===== src/rtl/ex_operand_stage.sv =====
// ID/EX operand register: captures decoded operands, forwards from the writeback
// bus at capture and keeps refreshing held operands from writeback while stalled.
module ex_operand_stage #(
  parameter int unsigned ADDR_WIDTH = 5,
  parameter int unsigned DATA_WIDTH = 32
) (
  input  logic                  clk,
  input  logic                  rst_n,
  input  logic                  flush,
  input  logic                  in_valid,
  output logic                  in_ready,
  input  logic [ADDR_WIDTH-1:0] rs1_addr,
  input  logic [ADDR_WIDTH-1:0] rs2_addr,
  input  logic [DATA_WIDTH-1:0] rs1_data,
  input  logic [DATA_WIDTH-1:0] rs2_data,
  input  logic [ADDR_WIDTH-1:0] rd_addr,
  input  logic                  rd_we,
  input  logic                  wb_we,
  input  logic [ADDR_WIDTH-1:0] wb_rd,
  input  logic [DATA_WIDTH-1:0] wb_data,
  output logic                  out_valid,
  input  logic                  out_ready,
  output logic [DATA_WIDTH-1:0] op1,
  output logic [DATA_WIDTH-1:0] op2,
  output logic [ADDR_WIDTH-1:0] out_rd,
  output logic                  out_we,
  output logic                  fwd1,
  output logic                  fwd2
);

  logic [ADDR_WIDTH-1:0] rs1_q;
  logic [ADDR_WIDTH-1:0] rs2_q;
  logic                  wb_live;
  logic                  capture;
  logic                  hold;
  logic                  match1_in;
  logic                  match2_in;
  logic                  match1_held;
  logic                  match2_held;

  assign in_ready = !flush && (!out_valid || out_ready);
  assign capture  = in_valid && in_ready;
  assign hold     = out_valid && !out_ready && !flush;

  // x0 is hardwired zero, so a writeback to it is never a forwarding source
  assign wb_live     = wb_we && (wb_rd != '0);
  assign match1_in   = wb_live && (wb_rd == rs1_addr);
  assign match2_in   = wb_live && (wb_rd == rs2_addr);
  assign match1_held = wb_live && (wb_rd == rs1_q);
  assign match2_held = wb_live && (wb_rd == rs2_q);

  always_ff @(posedge clk or negedge rst_n) begin
    if (!rst_n) begin
      out_valid <= 1'b0;
      op1       <= '0;
      op2       <= '0;
      out_rd    <= '0;
      out_we    <= 1'b0;
      fwd1      <= 1'b0;
      fwd2      <= 1'b0;
      rs1_q     <= '0;
      rs2_q     <= '0;
    end else if (flush) begin
      out_valid <= 1'b0;
    end else if (capture) begin
      out_valid <= 1'b1;
      rs1_q     <= rs1_addr;
      rs2_q     <= rs2_addr;
      out_rd    <= rd_addr;
      out_we    <= rd_we && (rd_addr != '0);
      op1       <= match1_in ? wb_data : rs1_data;
      op2       <= match2_in ? wb_data : rs2_data;
      fwd1      <= match1_in;
      fwd2      <= match2_in;
    end else if (out_valid && out_ready) begin
      out_valid <= 1'b0;
    end else if (hold) begin
      // stalled operands track later writebacks; flags stay sticky
      if (match1_held) begin
        op1  <= wb_data;
        fwd1 <= 1'b1;
      end
      if (match2_held) begin
        op2  <= wb_data;
        fwd2 <= 1'b1;
      end
    end
  end

endmodule


===== config.mk =====
export PLATFORM = sky130hd
export DESIGN_NAME = ex_operand_stage
export DESIGN_NICKNAME = d
export VERILOG_FILES = /design/src/rtl/ex_operand_stage.sv
export SDC_FILE = /design/constraint.sdc
export NUM_CORES = 1
export LEC_CHECK = 0
export ABC_AREA = 1
export ABC_CLOCK_PERIOD_IN_PS = 2700
export CORE_ASPECT_RATIO = 0.8
export CORE_MARGIN = 5
export CORE_UTILIZATION = 38
export DETAILED_ROUTE_END_ITERATION = 8
export GPL_ROUTABILITY_DRIVEN = 1
export GPL_TIMING_DRIVEN = 0
export PLACE_DENSITY = 0.74
export SYNTH_ARGS = -nofsm -noshare
export SYNTH_HDL_FRONTEND = slang
export SYNTH_SLANG_ARGS = --single-unit

===== constraint.sdc =====
create_clock -name clk -period 2.7 [get_ports clk]
set_input_delay 0.675 -clock clk [delete_from_list [all_inputs] [get_ports clk]]
set_output_delay 0.675 -clock clk [all_outputs]
set_load 0.01 [all_outputs]

### Yosys cells after proc, flatten, opt, wreduce, memory -nomap -nowiden

Index checks and enable logic that the tools add are counted.

* mux-type cells: 21
* bitwise operators: 1
* reduce and logical (&&, ||, !) cells: 24
* equality and inequality tests: 5

Operators with widths (number)
* two-way mux 32 bit: 10
* equality test 5 bit: 4
* logical AND 1 bit: 11
* two-way mux 1 bit: 11
* nonzero test 5 bit: 2
* AND reduction 4 bit: 2
* nonzero test 2 bit: 3
* logical NOT 1 bit: 3
* nonzero test 3 bit: 1
* inequality test 2 bit, second input constant: 1
* AND reduction 2 bit: 1
* logical OR 1 bit: 1
* inverter 1 bit: 1

* input bits: 123
* register bits after elaboration: 83
* output and inout bits: 74
* logic and storage cells: 60

### Logic depth before layout (Yosys ltp)

* word-level depth: 7
* depth in mapped cells: 12
* mapped depth without buffers: 10

### Least setup slack after synthesis

OpenSTA, ideal clock, no wires.

* path kind: input -> register
* from: input wb_rd[0]
* to: register op1[10]
* setup time: 0.117 ns
* data arrival time: 1.597 ns
* data required time: 2.583 ns
* stages on the path: 12
* path buffers: 2
* setup slack: 0.986 ns
* cell sequence: buf_2 > inv_2 > nand2_1 > nand2_1 > nand2_1 > nor2_1 > nand3_2 > nand2_4 > inv_2 > buf_4 > nand2_1 > nand2_1

* cells in the longest elaborated chain, start to end: 5
* elaborated cells on any way between the ends: 10
* classes of those cells: eq/ne: 2; mux: 2; reduce/logical: 6

Ends and longest elaborated chain
* start, declared: RTL line 19 `input logic [ADDR_WIDTH-1:0] wb_rd,`
* nonzero test 5 bit: RTL line 46 `assign wb_live = wb_we && (wb_rd != '0);`
* logical AND 1 bit: RTL line 46
* logical AND 1 bit, on equally long branches: RTL line 49, 47
* nonzero test 2 bit (no source line) / two-way mux 32 bit (equally long branches)
* AND reduction 4 bit (no source line) / two-way mux 32 bit (equally long branches)
* end signal, assigned: RTL line 71 `op1 <= match1_in ? wb_data : rs1_data;`
* end signal, assigned: RTL line 80 `op1 <= wb_data;`
* end, declared: RTL line 23 `output logic [DATA_WIDTH-1:0] op1,`

Several ways; a longest one is shown, not always the timed one.
A chain may end at the register's enable or synchronous reset.

### Worst setup path after layout

* from: input flush
* to: output in_ready

* cells in the longest elaborated chain, start to end: 2

Ends and longest elaborated chain
* start, declared: RTL line 9 `input logic flush,`
* logical NOT 1 bit: RTL line 41 `assign in_ready = !flush && (!out_valid || out_ready);`
* logical AND 1 bit: RTL line 41
* end, declared: RTL line 11 `output logic in_ready,`

No other way between the ends.

==> results_dict.tcl <==
set metrics [dict create \
    status "finished clean" \
    dieArea_um2 15000 \
    root_buffer "clkbuf_16" \
    post-route-min-period_ns 2.58 \
    finalPower_w 0.00414 \
    worstPathArrival_ns 1.91 \
    end_kind "output port" \
    grt_overflow 0 \
    grt_usage_pct 21.7 \
    post_cts_buffers 0 \
    wirelength_um 16300 \
    core_area_um2 12300 \
    worstSkewPairLatency_ns 0.33 \
    leakage_nw 3.79 \
    setup_viol 0 \
    ys_ff_latch 83 \
    synth_top_area_share_pct 43.1 \
    grt_pass1_vias 4780 \
    drc_errors 0 \
    globalplace.congestion 0.888 \
    max-slew-margin-rel_pct 60.5 \
    seq_area_frac_synth_pct 43.1 \
    finalHoldViolations 0 \
    syn_area_per_cell_um2 7.16 \
    antenna_found_initial 0 \
    htreeDepth 3 \
    layout-drive-gt1-share_pct 9.53 \
    synthTopCellsByCount "nand2_1 (222), nand3_1 (162), inv_1 (108), dfrtp_1 (83), buf_4 (18)" \
    start_kind "primary input" \
    die_h_um 111 \
    cts_hold_buf 0 \
    slew_violations 0 \
    drt-vias-per-instance 4.73 \
    cap_violations 0 \
    rows 36 \
    drt_iter0_drc 261 \
    cts_tree "yes" \
    netlist-cell-type-count 23 \
    vdd_drop_max_v 0.000268 \
    io_buffer_count 191 \
    reg2reg_setup_slack_ns 1.00 \
    synthesis.instances 673 \
    reg2reg_to "op1[19]" \
    cp_max_fo 3 \
    wire_per_inst_um 15.5 \
    worst-r2r-cell-count 8 \
    fmaxAchievable_ghz 0.387 \
    cts_buffers 9 \
    yosys_warnings 0 \
    synth_area_leaders "dfrtp_1 (43%), nand2_1 (17%), nand3_1 (17%)" \
    fillers 1175 \
    tightestPinTransition_ns 0.593 \
    cts.reportedPaths.clkPinSlew_ns 0.06 \
    yosysTopAreaCell "dfrtp_1" \
    cts_resized 0 \
    postRouteAntennaNets 0 \
    skew_ns 0.00682 \
    antenna_cells 0 \
    cp_data_required_time_ns 2.03 \
    worstSetupPathType "in2out" \
    hpwl_um 12600 \
    synth_edf_count 0 \
    area_growth_pct 51.0 \
    rsz0062_at_grt "false" \
    grt_max_degree 43 \
    layout.nets 999 \
    grt_first_pass_wirelength_um 25700 \
    postLayoutCellArea_um2 7270 \
    clock_path_buffers 2 \
    fp.dieW_um 136 \
    hold_class "in2async" \
    p_per_area_nw_per_um2 570 \
    netlist_area_um2 4820 \
    synth_ff_type "dfrtp_1" \
    async_flop_share_pct 100 \
    cts_sinks 83 \
    drt_first_pass_iters 6 \
    ios 197 \
    timing.rr.start "out_valid" \
    placed_area_um2 6970 \
    initial_utilization_pct 39.2 \
    yosysMostFrequentCell "nand2_1" \
    synth_nets 796 \
    vias 4976 \
    min_period_over_period_pct 95.7 \
]
-- placed cells by master, fill, tap and decap left out, types with 2 or more instances in the layout --
cell type	n
nand3_1	162
clkinv_4	2
buf_6	6
inv_1	108
clkdlybuf4s50_1	190
inv_2	6
nand3_2	2
clkbuf_16	9
o21ai_1	2
nand2_4	8
dfrtp_1	83
buf_4	19
nor2_1	4
xnor2_1	9
o21ai_0	8
nor2_2	7
nand2_1	222
xor2_1	3
clkbuf_1	3
buf_2	17
clkinvlp_4	2
-- per-stage QoR --
stage          utilization (%)  setup TNS, ns  hold WS [ns]  cells  worst slack (ns)
6_report                  59.1              0         0.342   1052             0.115
5_1_grt                   59.1              0         0.382   1052            0.0789
3_5_place_dp              56.7              0         0.459   1036             0.113
2_1_floorplan                -              0         0.379    673             0.986
4_1_cts                   59.1              0         0.358   1052             0.113
3_3_place_gp              56.5        -189.10         0.453   1035             -2.28
-- worst max-delay path by stage --
stage                     to      from  slack, ns  cells past startpoint
floorplan            op1[10]  wb_rd[0]       0.99                     12
global placement     op1[17]     rst_n      -2.28                      1
detailed placement  in_ready     flush       0.11                      3
CTS                 in_ready     flush       0.11                      3
global route        in_ready     flush       0.08                      3
finish              in_ready     flush       0.12                      3
-- power by group --
| part | switching (W) | internal [W] |
|---|---|---|
| Combinational | 0.000591 | 0.000701 |
| Sequential | 0.000126 | 0.00146 |
| Clock | 0.000523 | 0.000746 |
-- registers in the layout (all words and copies together), names as in the netlist --
signal     flops
op2           32
out_valid      1
out_rd         5
out_we         1
rs2_q          5
rs1_q          5
fwd1           1
op1           32
fwd2           1
-- cells by family after synthesis --
kind of cell | Yosys count | share of synthesized area (%)
AND/OR/NAND/NOR | 408 | 38.0
buffers and inverters | 158 | 15.1
flip-flops | 83 | 43.1
AO/OA/AOI/OAI | 12 | 1.53
XOR/XNOR | 12 | 2.18
-- critical path, cell delays in order --
cell and delay (ns):
clkdlybuf4s50_1 0.49, a21oi_4 0.18, clkdlybuf4s50_1 0.56
-- cell type report --
cell class	count	area (µm²)	share of cell area [%]
Multi-Input combinational cell	432	2010	27.6
Timing Repair Buffer	192	1940	26.6
Tap cell	171	214	2.94
Clock inverter	5	62.6	0.860
Buffer	43	295	4.06
Inverter	115	434	5.97
Sequential cell	83	2080	28.6
Clock buffer	11	243	3.34
-- per-layer routing --
| metal | vias up | GRT usage (%) | wire, µm |
|---|---|---|---|
| met1 | 2283 | 31.3 | 7370 |
| met4 | 0 | 3.96 | 177 |
| met5 | - | 0 | 0 |
| met2 | 208 | 32.2 | 7090 |
| li1 | 2471 | - | - |
| met3 | 14 | 7.03 | 1660 |
(Power assumes the default switching activity.)
